--- config.mk ---
export PLATFORM = sky130hd
export DESIGN_NAME = cbs_tx_scheduler
export DESIGN_NICKNAME = d
export VERILOG_FILES = /design/src/rtl/cbs_pkg.sv /design/src/rtl/cbs_credit_counter.sv /design/src/rtl/cbs_tx_scheduler.sv
export SDC_FILE = /design/constraint.sdc
export NUM_CORES = 1
export LEC_CHECK = 0
export ABC_AREA = 1
export BUFFER_PORTS_ARGS = -buffer_cell sky130_fd_sc_hd__buf_2
export CAP_MARGIN = 20
export CORE_AREA = 10 10 216 239
export DETAILED_ROUTE_END_ITERATION = 8
export DIE_AREA = 0 0 226 249
export GPL_ROUTABILITY_DRIVEN = 0
export PLACE_DENSITY = 0.65
export SYNTH_ARGS = -nofsm -noshare
export SYNTH_HDL_FRONTEND = slang
export SYNTH_HIERARCHICAL = 1
export SYNTH_SLANG_ARGS = --single-unit
export TNS_END_PERCENT = 20
--- constraint.sdc ---
create_clock -name clk -period 6.79 [get_ports clk]
set_input_delay 0.3395 -clock clk [delete_from_list [all_inputs] [get_ports clk]]
set_output_delay 0.3395 -clock clk [all_outputs]
set_load 0.02 [all_outputs]
--- src/rtl/cbs_pkg.sv ---
// Shared types and helpers for the credit-based shaper egress scheduler.
package cbs_pkg;

  typedef enum logic [1:0] {
    ST_IDLE  = 2'd0,
    ST_OFFER = 2'd1,
    ST_TX    = 2'd2
  } state_t;

  // Priority pick works on a fixed-width vector; callers zero-extend their request mask.
  localparam int PICK_W     = 32;
  localparam int PICK_IDX_W = 5;

  typedef struct packed {
    logic                  found;
    logic [PICK_IDX_W-1:0] idx;
  } pick_t;

  function automatic pick_t pick_highest(input logic [PICK_W-1:0] vec);
    pick_t r;
    r.found = 1'b0;
    r.idx   = '0;
    for (int i = 0; i < PICK_W; i++) begin
      if (vec[i]) begin
        r.found = 1'b1;
        r.idx   = PICK_IDX_W'(i);
      end
    end
    return r;
  endfunction

  // Most negative two's-complement value a credit counter of the given width may hold.
  function automatic longint credit_min(input int width);
    return -(64'sd1 <<< (width - 1));
  endfunction

  // Most positive two's-complement value a credit counter of the given width may hold.
  function automatic longint credit_max(input int width);
    return (64'sd1 <<< (width - 1)) - 64'sd1;
  endfunction

endpackage

--- src/rtl/cbs_credit_counter.sv ---
// One traffic-class credit register: idle-slope accrual clamped to hi_credit,
// send-slope drain saturating at the most negative value, reset to 0 when idle.
module cbs_credit_counter
  import cbs_pkg::*;
#(
  parameter int SLOPE_W  = 16,
  parameter int CREDIT_W = 24
) (
  input  logic                       clk,
  input  logic                       rstn,
  input  logic                       i_en,
  input  logic                       i_req,
  input  logic                       i_tx,
  input  logic [SLOPE_W-1:0]         i_idle_slope,
  input  logic [SLOPE_W-1:0]         i_send_slope,
  input  logic signed [CREDIT_W-1:0] i_hi_credit,
  output logic signed [CREDIT_W-1:0] o_credit
);

  // Wide enough that credit +/- any slope never overflows before saturation.
  localparam int AW = ((CREDIT_W > SLOPE_W) ? CREDIT_W : SLOPE_W) + 2;
  localparam logic signed [AW-1:0] L_MIN = AW'(credit_min(CREDIT_W));
  localparam logic signed [AW-1:0] L_MAX = AW'(credit_max(CREDIT_W));

  logic signed [CREDIT_W-1:0] r_credit;
  logic signed [AW-1:0]       w_cur;
  logic signed [AW-1:0]       w_hi;
  logic signed [AW-1:0]       w_sum;
  logic signed [AW-1:0]       w_diff;
  logic signed [AW-1:0]       w_next;
  logic                       w_neg;

  always_comb begin
    // NOTE: every always_comb output gets a default first so no path can infer a latch.
    w_cur  = AW'(r_credit);
    w_hi   = AW'(i_hi_credit);
    w_sum  = w_cur + $signed(AW'(i_idle_slope));
    w_diff = w_cur - $signed(AW'(i_send_slope));
    w_neg  = r_credit[CREDIT_W-1];
    w_next = w_cur;

    if (!i_en) begin
      w_next = '0;
    end else if (i_tx) begin
      w_next = (w_diff < L_MIN) ? L_MIN : w_diff;
    end else if (i_req || w_neg) begin
      w_next = (w_sum > w_hi) ? w_hi : w_sum;
      if (w_next > L_MAX) w_next = L_MAX;
    end else if (w_cur > 0) begin
      w_next = '0;
    end
  end

  always_ff @(posedge clk) begin
    if (!rstn) begin
      r_credit <= '0;
    end else begin
      r_credit <= CREDIT_W'(w_next);
    end
  end

  assign o_credit = r_credit;

endmodule

--- src/rtl/cbs_tx_scheduler.sv ---
// Credit-based shaper egress scheduler: strict-priority pick among credit-eligible
// queues, valid/ready grant to the MAC, grant held until tx_done.
// Optional per-queue grant counters: define CBS_TX_SCHEDULER_STATS_EN.
module cbs_tx_scheduler
  import cbs_pkg::*;
#(
  parameter int NUM_QUEUES = 4,
  parameter int SLOPE_W    = 16,
  parameter int CREDIT_W   = 24,
  parameter int QID_W      = 2
) (
  input  logic                           clk,
  input  logic                           rstn,
  input  logic [NUM_QUEUES-1:0]          q_req,
  input  logic [NUM_QUEUES-1:0]          cbs_en,
  input  logic [NUM_QUEUES*SLOPE_W-1:0]  idle_slope,
  input  logic [NUM_QUEUES*SLOPE_W-1:0]  send_slope,
  input  logic [NUM_QUEUES*CREDIT_W-1:0] hi_credit,
  output logic                           grant_valid,
  output logic [QID_W-1:0]               grant_queue,
  input  logic                           grant_ready,
  input  logic                           tx_done,
  output logic [NUM_QUEUES*CREDIT_W-1:0] credit,
  output logic                           busy
`ifdef CBS_TX_SCHEDULER_STATS_EN
  ,
  input  logic                           stats_clear,
  output logic [NUM_QUEUES*32-1:0]       grant_count
`endif
);

  state_t                     r_state;
  logic                       r_grant_valid;
  logic [QID_W-1:0]           r_grant_queue;
  logic                       r_busy;

  logic [NUM_QUEUES-1:0]      w_elig;
  logic signed [CREDIT_W-1:0] w_credit [NUM_QUEUES];
  pick_t                      w_pick;
  logic [QID_W-1:0]           w_pick_q;
  logic                       w_accept;

  for (genvar gi = 0; gi < NUM_QUEUES; gi++) begin : g_q
    logic w_tx;

    // OFFER is not transmitting: only the TX state drains the granted queue.
    assign w_tx = (r_state == ST_TX) && (r_grant_queue == QID_W'(gi));

    cbs_credit_counter #(
      .SLOPE_W  (SLOPE_W),
      .CREDIT_W (CREDIT_W)
    ) u_credit (
      .clk          (clk),
      .rstn         (rstn),
      .i_en         (cbs_en[gi]),
      .i_req        (q_req[gi]),
      .i_tx         (w_tx),
      .i_idle_slope (idle_slope[gi*SLOPE_W +: SLOPE_W]),
      .i_send_slope (send_slope[gi*SLOPE_W +: SLOPE_W]),
      .i_hi_credit  (hi_credit[gi*CREDIT_W +: CREDIT_W]),
      .o_credit     (w_credit[gi])
    );

    assign credit[gi*CREDIT_W +: CREDIT_W] = w_credit[gi];
    assign w_elig[gi] = q_req[gi] && (!cbs_en[gi] || !w_credit[gi][CREDIT_W-1]);
  end

  assign w_pick   = pick_highest(PICK_W'(w_elig));
  assign w_pick_q = QID_W'(w_pick.idx);
  assign w_accept = (r_state == ST_OFFER) && grant_ready;

  always_ff @(posedge clk) begin
    // NOTE: sequential state uses non-blocking assignments so every register samples pre-edge values.
    if (!rstn) begin
      r_state       <= ST_IDLE;
      r_grant_valid <= 1'b0;
      r_grant_queue <= '0;
      r_busy        <= 1'b0;
    end else begin
      case (r_state)
        ST_IDLE: begin
          if (w_pick.found) begin
            r_grant_queue <= w_pick_q;
            r_grant_valid <= 1'b1;
            r_busy        <= 1'b1;
            r_state       <= ST_OFFER;
          end
        end
        ST_OFFER: begin
          if (grant_ready) begin
            r_grant_valid <= 1'b0;
            r_state       <= ST_TX;
          end
        end
        ST_TX: begin
          if (tx_done) begin
            r_busy  <= 1'b0;
            r_state <= ST_IDLE;
          end
        end
        default: begin
          r_state       <= ST_IDLE;
          r_grant_valid <= 1'b0;
          r_busy        <= 1'b0;
        end
      endcase
    end
  end

  assign grant_valid = r_grant_valid;
  assign grant_queue = r_grant_queue;
  assign busy        = r_busy;

`ifdef CBS_TX_SCHEDULER_STATS_EN
  logic [31:0] r_grant_count [NUM_QUEUES];

  always_ff @(posedge clk) begin
    // NOTE: the counter array is small and software-visible, so it is reset like any register.
    if (!rstn || stats_clear) begin
      for (int i = 0; i < NUM_QUEUES; i++) r_grant_count[i] <= '0;
    end else begin
      for (int i = 0; i < NUM_QUEUES; i++) begin
        if (w_accept && (r_grant_queue == QID_W'(i))) begin
          r_grant_count[i] <= r_grant_count[i] + 32'd1;
        end
      end
    end
  end

  for (genvar gc = 0; gc < NUM_QUEUES; gc++) begin : g_cnt
    assign grant_count[gc*32 +: 32] = r_grant_count[gc];
  end
`else
  logic w_unused_accept;
  assign w_unused_accept = w_accept;
`endif

endmodule
==> results of run 1 <==
[final cells by class]
type,count,area (sq um)
clock inverters,4,30.0
diodes,1,2.50
fillers,5158,23300
repair buffers,346,1760
inverters,667,2500
flip-flops and latches,102,2040
clock buffers,11,253
well taps,595,744
multi-input cells,2849,15700
[metal layers]
layer / up-vias / wire, microns / GRT usage (%)
met1: 10300 / 33200 / 32.6
met2: 612 / 33200 / 41.8
met3: 85 / 3580 / 2.60
met4: 2 / 1700 / 6.89
met5: - / 13 / 0
li1: 12200 / - / -
[synth_stat cells (all sizes together)]
cell / instances / share of area, %
a21oi: 280 / 8.0
o21bai: 8 / 0.29
xor2: 32 / 1.3
nor4: 10 / 0.33
inv: 663 / 12
a21boi: 1 / 0.036
fa: 8 / 0.77
a21o: 15 / 0.54
and2: 2 / 0.060
nand3b: 24 / 0.87
clkinv: 4 / 0.072
or2: 17 / 0.52
nor3: 40 / 1.0
nand4: 67 / 2.2
and3: 2 / 0.060
nor2: 295 / 5.8
buf: 49 / 1.9
xnor2: 34 / 1.4
o21a: 15 / 0.54
ha: 228 / 14
o22ai: 2 / 0.060
dfxtp: 102 / 9.8
nand2: 1323 / 26
clkbuf: 23 / 0.42
nand3: 354 / 9.3
a31oi: 2 / 0.060
o21ai: 88 / 2.4
nor3b: 2 / 0.072
[worst min-delay path: cells and delay by family]
family	cells	cell delay (ns)
compound gates	1	0.05
buf+inv	1	0.12
simple gates	1	0.08
[path summary, 6_finish.rpt]
kind | to | cells past startpoint | startpoint | slack (ns)
max | g_q[3].u_credit/o_credit[14] | 24 | g_q[3].u_credit/o_credit[0] | 2.14
max reg2reg | g_q[3].u_credit/o_credit[14] | 24 | g_q[3].u_credit/o_credit[0] | 2.14
min reg2reg | grant_valid | 2 | grant_valid | 0.47
min | r_state[1] | 3 | grant_ready | 0.26
[cells in the final DEF (no fill, tap or decap), types with 11 or more instances in the layout]
cell type     n
nand2_1    1178
inv_1       649
buf_2       335
nand3_1     327
nor2_1      272
ha_1        228
a21oi_1     213
nand2_2     118
dfxtp_1     102
o21ai_0      68
a21oi_2      67
nand4_1      61
nor3_1       35
xnor2_1      34
xor2_1       32
nand2_4      27
nand3b_1     24
nand3_2      23
nor2_2       15
a21o_1       15
o21a_1       15
inv_2        14
or2_2        12
o21ai_1      11
buf_4        11
[flip-flops by register name (all words and copies together), names as in the netlist]
signal,cells
g_q.u_credit/o_credit,96
r_state,2
grant_queue,2
grant_valid,1
busy,1
[cells by family after synthesis]
group                    count (synthesis)
adder cells (fa/ha/maj)                236
flip-flops                             102
AO/OA/AOI/OAI                          411
AND/OR/NAND/NOR                       2136
XOR/XNOR                                66
buffers and inverters                  739
[power by group through the flow]
stage	Sequential, mW	Clock, mW	Combinational [mW]
floorplan	0.704	0	1.12
global placement	0.692	0	1.52
detailed placement	0.692	0	1.52
CTS	0.678	0.542	1.53
global route	0.683	0.563	1.75
finish	0.680	0.528	1.54
[per-stage QoR]
stage	util, %	hold WS (ns)	instance area (sq um)	cells	total power, mW
CTS	49.7	0.238	23100	4574	2.75
detailed placement	49.1	0.454	22800	4559	2.22
floorplan	-	0.478	20800	3690	1.82
finish	49.7	0.259	23100	4575	2.75
global placement	49.1	0.453	22800	4559	2.21
global route	49.7	0.273	23100	4575	3.00
==> metrics.md, run 1 <==
| Metric | Value |
|---|---|
| Warning count from the yosys run | `6` |
| Number of top-level pins | `336` |
| Die height | `about 250 microns` |
| Flop pwr share | `24.7%` |
| Routed length per placed instance | `15.7 microns` |
| Vias | `23300` |
| Crit. End Element | `register` |
| Clock Tree Root | `clkbuf_16` |
| H-tree depth | `3` |
| Peak supply drop | `0.122 mV` |
| Hold Buf Count CTS | `0` |
| Setup bufs post-CTS | `0` |
| Antenna violations before repair | `2` |
| FF+latch count, synth | `102` |
| Setup crit start kind | `register` |
| Worst setup margin | `between 2 and 2.5 ns` |
| Setup Skew | `0.0128 ns` |
| Clock buffer count from CTS | `9` |
| Kind of critical path | `register to register` |
| Register area share after synthesis | `9.84%` |
| # resized after CTS | `0` |
| CP Buf/Inv Count | `3` |
| Compound-Gate Fraction of Synth Area | `11.8%` |
| Post-Syn Area | `between 20000 and 25000 sq um` |
| Crit path max fanout | `26` |
| Final Hold Fails | `0` |
| Gr ovfl total | `0` |
| Post-synthesis xor/xnor area fraction | `2.78%` |
| Total core area | `46400 sq um` |
| Leak pwr | `13.7 nW` |
| Post-Syn Instances | `3690` |
| Place WS | `approximately 2.2 ns` |
| Slew headroom | `35.2%` |
| Family with the most delay on the worst path | `simple AND/OR/NAND/NOR gates` |
| Final setup violation count | `0` |
| Area growth, synth to finish | `11.2%` |
| WL final | `71700 microns` |
| Final Cycle Share | `68.4%` |
| Gate power share | `56.0%` |
| Bufs on Longest Clock Path | `2` |
| Min-Delay Path Class | `input pin to register` |
| Layout net count | `4447` |
| Rows | `83` |
| CP Data Required Time | `7.03 ns` |
| Post-Synth Simple-Gate Area | `46.6%` |
| Vias in the first global route | `22200` |
| Number of max-cap violations | `0` |
| Power Density | `119 nW/um^2` |
| RSZ-0062 raised after global routing | `false` |
| Library cells used by synthesis | `50` |
| CP peak stage delay | `about 0.46 ns` |
| Vias/cell | `5.08` |
| Initial Util | `44.7%` |
| TritonRoute pass-1 iters | `7` |
| Largest net degree at the start of global routing | `27` |
| Fmax | `215 MHz` |
| Crit path DAT | `4.89 ns` |
| First-pass GRT wire length | `115000 microns` |
| Crit-path slowest cell | `nand2_4` |
| Skew-Pair Late Insertion Delay | `around 0.38 ns` |
| PortBufs | `335` |
| CTS sink cnt | `roughly 100` |
| Remaining DRCs | `0` |
| Status | `finished clean` |
| Total net switching power | `1.32 mW` |
| Switching part of the total | `47.8%` |
| Avg Inst Size Synth | `5.63 sq um` |
| Total negative slack | `0 ns` |
| CTS tree | `done` |
| Layout cells sized above 1 | `16.9%` |
| Post-synthesis mux area share | `0%` |
| Adder-Cell Fraction of Synth Area | `14.5%` |
| Minimum clock period | `4.65 ns` |
| GR Util All Layers | `24.8%` |
| Slew Limit Fails | `0` |
| Die span in x | `226 microns` |
| Largest family of logic cells by synthesized area | `simple AND/OR/NAND/NOR gates` |
| Antenna Nets Post-Route | `0` |
| Clk pin slew, worst setup/hold paths | `0.07 ns` |
| Clock share of power | `a little under a fifth` |
| Crit-path cells | `ha_1 -> inv_1 -> fa_1 -> inv_1 -> nand3_1 -> nand2_2 -> nand2_1 -> nand2_2 -> nand2_2 -> nand2_2 -> nand2_1 -> o21ai_2 -> inv_1 -> ha_1 -> a21oi_1 -> o21ai_1 -> a21oi_2 -> nand4_4 -> nand2_4 -> nor2_4 -> nand2_4 -> nand2_1 -> nand2_1 -> a21oi_1` |
| Full die area | `56300 sq um` |
| Worst-Margin Slew | `~0.97 ns` |
| Pint | `1.44 mW` |
| Post-Syn Nets | `4162` |
| DRT iter0 DRCs | `1548` |
| Dpl hpwl | `61600 microns` |
Power figures use the tool's default switching activity.
==> run 2: changes to the inputs <==
==> constraint.sdc (replaced) <==
create_clock -name clk -period 4.6 [get_ports clk]
set_input_delay 0.23 -clock clk [delete_from_list [all_inputs] [get_ports clk]]
set_output_delay 0.23 -clock clk [all_outputs]
set_load 0.02 [all_outputs]
==> run 2 against run 1 <==
  * Fmax up 11%
  * Sequential share of layout area down 0.087 points
  * Clock power up 74%
  * Clock skew down 0.0018 ns
  * Sequential power up 47%
  * Non-clock buffer count up 15
  * Critical path type unchanged
  * Largest power group unchanged
  * Highest routed layer unchanged
==> metrics.md, run 2 (synthesis gave the netlist of run 1 again) <==
| Metric | Value |
|---|---|
| Antenna Nets Post-Route | `0 (unchanged)` |
| Worst hold slack | `0.155 ns (-0.104 ns)` |
| CP Data Required Time | `4.91 ns (-2.12 ns)` |
| Status | `finished clean` |
| Hold Buf Count CTS | `0 (unchanged)` |
| GRT busiest layer | `met2` |
| Peak supply drop | `0.153 mV (+26%)` |
| Setup crit start kind | `register` |
| Setup bufs post-CTS | `0 (unchanged)` |
| H-tree depth | `3 (unchanged)` |
| Final Cycle Share | `91.1% (+23 points)` |
| WL final | `72900 microns (+1.7%)` |
| Max FFs per register | `96 (unchanged)` |
| DRT iter0 DRCs | `1937 (+25%)` |
| GR Util All Layers | `25.1% (+0.31 points)` |
| Fmax | `239 MHz (+11%)` |
| Routed length per placed instance | `15.9 microns (+1.3%)` |
| Remaining DRCs | `0 (unchanged)` |
| Leak pwr | `13.9 nW (+0.80%)` |
| Bufs on Longest Clock Path | `2 (unchanged)` |
| Met3 Usage GRT | `3.35% (+0.75 points)` |
| CTS tree | `done` |
| # resized after CTS | `0 (unchanged)` |
| Minimum clock period | `4.19 ns (-0.456 ns)` |
| Initial Util | `44.7% (unchanged)` |
| Largest net degree at the start of global routing | `26 (-3.7%)` |
| Die span in x | `226 microns (unchanged)` |
| Rows | `83 (unchanged)` |
| Crit. End Element | `register` |
| Fillers | `5142 (-0.31%)` |
| Slew headroom | `43.8% (+8.6 points)` |
| Crit path max fanout | `24 (-7.7%)` |
| Layout cells sized above 1 | `17.2% (+0.38 points)` |
| Post-place instance area | `22900 sq um (+0.61%)` |
| Min-Delay Path Class | `input pin to register` |
| Crit path DAT | `4.50 ns (-0.39 ns)` |
| Slew Limit Fails | `0 (unchanged)` |
| Gr ovfl total | `0 (unchanged)` |
| Clock Tree Root | `clkbuf_16` |
| Antenna violations before repair | `3 (+1)` |
| Clock buffer count from CTS | `9 (unchanged)` |
| Die height | `249 microns (unchanged)` |
| RSZ-0062 raised after global routing | `true` |
| Commonest non-fill, non-tap cell in the layout | `nand2_1` |
| Skew-Pair Late Insertion Delay | `0.38 ns (about the same)` |
| Full die area | `56300 sq um (unchanged)` |
| Final Core Density | `50.2% (+0.50 points)` |
| Vias | `23500 (+1.2%)` |
| Clk pin slew, worst setup/hold paths | `0.08 ns (about the same)` |
| Power Density | `181 nW/um^2 (+52%)` |
| CTS sink cnt | `102 (unchanged)` |
| Total core area | `46400 sq um (unchanged)` |
| Kind of critical path | `register to register` |
| First-pass GRT wire length | `116000 microns (+1.2%)` |
| Number of top-level pins | `336 (unchanged)` |
| Area growth, synth to finish | `12.3%` |
| Dpl hpwl | `62400 microns (+1.3%)` |
| Final instance area | `23300 sq um (+1.0%)` |
| Setup Skew | `0.0110 ns (-0.00179 ns)` |
| Number of max-cap violations | `0 (unchanged)` |
| Final Hold Fails | `0 (unchanged)` |
| Layout net count | `4462 (+0.34%)` |
| Vias in the first global route | `22400 (+1.2%)` |
| Met2 usage | `42.0% (+0.16 points)` |
| Final setup violation count | `0 (unchanged)` |
| PortBufs | `335 (unchanged)` |
| Commonest cells after routing, fill and taps aside | `1177 x nand2_1, 649 x inv_1, 335 x buf_2` |
| Vias/cell | `5.13 (+0.81%)` |
| Total negative slack | `0 ns (unchanged)` |
| Met1 GRT Util | `32.9% (+0.26 points)` |
| Worst-Margin Slew | `0.841 ns (-0.129 ns)` |
| TritonRoute pass-1 iters | `5 (-2)` |
==> run 2: report_power, final <==
| part | total, mW | switching, mW | internal (mW) | leakage (nW) |
|---|---|---|---|---|
| logic | 2.30 | 1.49 | 0.809 | 12.9 |
| clock network | 0.920 | 0.382 | 0.538 | 0.165 |
| registers | 1.00 | 0.0770 | 0.927 | 0.832 |
==> run 2: cell type report <==
cell class | count | area [sq um] | share of cell area, %
Multi-Input combinational cell | 2849 | 15800 | 67.6
Inverter | 667 | 2500 | 10.7
Sequential cell | 102 | 2040 | 8.76
Timing Repair Buffer | 361 | 1900 | 8.16
Tap cell | 595 | 744 | 3.19
Clock buffer | 10 | 229 | 0.982
Clock inverter | 6 | 118 | 0.505
Antenna cell | 2 | 5.00 | 0.0215
==> run 2: worst max-delay path, stage by stage, from the launching register on <==
cell and delay [ns]:
dfxtp_1 0.38, ha_1 0.27, inv_1 0.08, fa_1 0.39, nand3b_1 0.18, nand2_2 0.11, nand2_2 0.06, nand2_2 0.09
nand2_1 0.07, nand2_2 0.11, xor2_1 0.20, inv_1 0.06, ha_1 0.31, nand2_1 0.10, nor2_2 0.15, nand4_2 0.15
nor2_2 0.15, nand2_2 0.08, nand3_2 0.11, nand2_4 0.19, nand2_4 0.13, nand3_4 0.33, nand2_2 0.17, nand2_1 0.09
a21oi_2 0.12
==> run 2: metrics by stage <==
step,setup slack (ns),std cells,power [mW]
after global placement,0.492,4572,3.28
final,0.410,4592,4.22
after CTS,0.369,4590,4.23
after global routing,-0.00256,4592,4.58
after detailed placement,0.393,4574,3.29
after floorplan,1.03,3690,2.69
==> run 2: worst paths after layout <==
| check | slack, ns | cells after the start | startpoint | end |
|---|---|---|---|---|
| setup / recovery | 0.41 | 24 | g_q[1].u_credit/o_credit[0] | g_q[1].u_credit/o_credit[4] |
| hold / removal | 0.16 | 3 | tx_done | r_state[1] |
| setup reg to reg | 0.41 | 24 | g_q[1].u_credit/o_credit[0] | g_q[1].u_credit/o_credit[4] |
| hold reg to reg | 0.47 | 2 | busy | busy |
==> run 2: per-layer routing <==
layer  up-vias  share of wire [%]
li1      12300                  -
met1     10400                 45
met2       773                 46
met3       100                6.1
met4         4                2.5
met5         -              0.029
==> run 3: changes to the inputs <==
--- a/config.mk
+++ b/config.mk
@@ -12,6 +12,7 @@
 export DETAILED_ROUTE_END_ITERATION = 8
 export DIE_AREA = 0 0 226 249
 export GPL_ROUTABILITY_DRIVEN = 0
+export MAX_ROUTING_LAYER = met4
 export PLACE_DENSITY = 0.65
 export SYNTH_ARGS = -nofsm -noshare
 export SYNTH_HDL_FRONTEND = slang
==> run 3 against run 2 <==
  * Setup slack worse by 0.0039 ns
  * Die area unchanged
  * Non-clock buffer count unchanged
  * Cell area about the same
  * Clock power about the same
  * Register-to-register slack about the same
  * Count of clock-buffer cells in the layout unchanged
  * Clock skew up 0.0014 ns
==> metrics.md, run 3 (synthesis gave the netlist of run 1 again) <==
| Metric | Value |
|---|---|
| Final setup violation count | `0 (unchanged)` |
| Number of max-cap violations | `0 (unchanged)` |
| Total negative slack | `0 ns (unchanged)` |
| # resized after CTS | `0 (unchanged)` |
| Full die area | `56300 sq um (unchanged)` |
| Skew-Pair Late Insertion Delay | `0.38 ns (about the same)` |
| Worst setup margin | `0.406 ns (-0.00392 ns)` |
| Commonest non-fill, non-tap cell in the layout | `nand2_1` |
| Final Cycle Share | `91.2% (about the same)` |
| First-pass GRT wire length | `116000 microns (-0.11%)` |
| Final Non-Filler Cells | `4593 (+0.022%)` |
| Initial Util | `44.7% (unchanged)` |
| Max FFs per register | `96 (unchanged)` |
| Post-Place Cells | `4574 (unchanged)` |
| DRT iter0 DRCs | `1835 (-5.3%)` |
| Power Total | `4.22 mW (about the same)` |
| CP Data Required Time | `4.91 ns (about the same)` |
| Commonest cells after routing, fill and taps aside | `1177 x nand2_1, 649 x inv_1, 335 x buf_2` |
| Clock Tree Root | `clkbuf_16` |
| Worst-Margin Slew | `0.847 ns (+0.00534 ns)` |
| Area of the multi-input gates | `15800 sq um (unchanged)` |
| Largest net degree at the start of global routing | `26 (unchanged)` |
| Crit path max fanout | `24 (unchanged)` |
| Power Density | `181 nW/um^2 (about the same)` |
| Hold Buf Count CTS | `0 (unchanged)` |
| Bufs on Longest Clock Path | `2 (unchanged)` |
| Slew Limit Fails | `0 (unchanged)` |
| Final instance area | `23300 sq um (about the same)` |
| Die height | `249 microns (unchanged)` |
| Fmax | `238 MHz (about the same)` |
| Cell mode on critical path | `nand2_2` |
| Slew headroom | `43.4% (-0.36 points)` |
| Setup bufs post-CTS | `0 (unchanged)` |
| Fillers | `5141 (-0.019%)` |
| Peak supply drop | `0.152 mV (-0.77%)` |
| Worst hold slack | `0.156 ns (+0.000539 ns)` |
| CP peak stage delay | `0.39 ns (about the same)` |
| Status | `finished clean` |
| Routed length per placed instance | `15.9 microns (about the same)` |
| Post-place instance area | `22900 sq um (unchanged)` |
| Vias in the first global route | `22400 (-0.058%)` |
| TritonRoute pass-1 iters | `6 (+1)` |
| GR Util All Layers | `25.8% (+0.70 points)` |
| Place WS | `0.393 ns (unchanged)` |
| Gr ovfl total | `0 (unchanged)` |
| Met2 usage | `42.0% (unchanged)` |
| Min-Delay Path Depth | `3 (unchanged)` |
| Setup crit start kind | `register` |
| Crit path DAT | `4.50 ns (about the same)` |
| Crit-path cells | `ha_1 -> inv_1 -> fa_1 -> nand3b_1 -> nand2_2 -> nand2_2 -> nand2_2 -> nand2_1 -> nand2_2 -> xor2_1 -> inv_1 -> ha_1 -> nand2_1 -> nor2_2 -> nand4_2 -> nor2_2 -> nand2_2 -> nand3_2 -> nand2_4 -> nand2_4 -> nand3_4 -> nand2_1 -> nand2_1 -> a21oi_1` |
| Die span in x | `226 microns (unchanged)` |
| GRT busiest layer | `met2` |
| CTS sink cnt | `102 (unchanged)` |
| Min-Delay Path Class | `input pin to register` |
| Final Core Density | `50.2% (about the same)` |
| Area growth, synth to finish | `12.3% (about the same)` |
| Reg2reg path depth | `24 (unchanged)` |
| Final Hold Fails | `0 (unchanged)` |
| CTS tree | `done` |
| Crit-path slowest cell | `fa_1` |
| Setup Skew | `0.0125 ns (+0.00141 ns)` |
| Minimum clock period | `4.19 ns (+0.00392 ns)` |
| WL final | `73000 microns (+0.10%)` |
| RSZ-0062 raised after global routing | `true` |
| Vias | `23600 (+0.17%)` |
| Rows | `83 (unchanged)` |
| Layout cells sized above 1 | `17.2% (unchanged)` |
| Clock buffer count from CTS | `9 (unchanged)` |
| Total core area | `46400 sq um (unchanged)` |
| Vias/cell | `5.13 (+0.15%)` |
| Layout net count | `4462 (unchanged)` |
| Clk pin slew, worst setup/hold paths | `0.08 ns (about the same)` |
| Kind of critical path | `register to register` |
| H-tree depth | `3 (unchanged)` |
| Remaining DRCs | `0 (unchanged)` |
| Antenna violations before repair | `3 (unchanged)` |
| Leak pwr | `13.9 nW (unchanged)` |
| Dpl hpwl | `62400 microns (unchanged)` |
| FF+latch area | `2040 sq um (unchanged)` |
| Number of top-level pins | `336 (unchanged)` |
| Met3 Usage GRT | `2.81% (-0.54 points)` |
| Crit. End Element | `register` |
| Met1 GRT Util | `33.2% (+0.31 points)` |
| Antenna Nets Post-Route | `0 (unchanged)` |
| PortBufs | `335 (unchanged)` |
-- run 3: cell count changes in the layout (fill, tap and decap cells not counted), sizes merged --
cell / previous run / this run
diode: 2 / 3
-- run 3: routing by layer --
metal / up-vias / wire [microns]
met5: - / 0
met2: 718 / 33700
met1: 10500 / 33600
met3: 94 / 3870
li1: 12300 / -
met4: 0 / 1800
-- run 3: cell type report --
cell class	count	area share, %
Antenna cell	3	0.0322
Clock buffer	10	0.982
Clock inverter	6	0.505
Inverter	667	10.7
Multi-Input combinational cell	2849	67.6
Sequential cell	102	8.76
Tap cell	595	3.19
Timing Repair Buffer	361	8.16
-- run 3: worst max-delay path: cells and delay by family (launching register included) --
kind / cells / cell delay (ns)
xor+xnor: 1 / 0.20
flops: 1 / 0.38
fa+ha+maj: 3 / 0.98
compound gates: 1 / 0.12
buf+inv: 2 / 0.14
simple gates: 17 / 2.28
-- run 3: report_power, final --
| part | switching (mW) | internal [mW] |
|---|---|---|
| logic | 1.49 | 0.809 |
| clock network | 0.381 | 0.538 |
| registers | 0.0768 | 0.927 |
-- run 3: worst paths after layout --
check	from	endpoint	slack, ns
hold reg to reg	busy	busy	0.47
hold / removal	tx_done	r_state[1]	0.16
setup reg to reg	g_q[1].u_credit/o_credit[0]	g_q[1].u_credit/o_credit[10]	0.41
setup / recovery	g_q[1].u_credit/o_credit[0]	g_q[1].u_credit/o_credit[10]	0.41
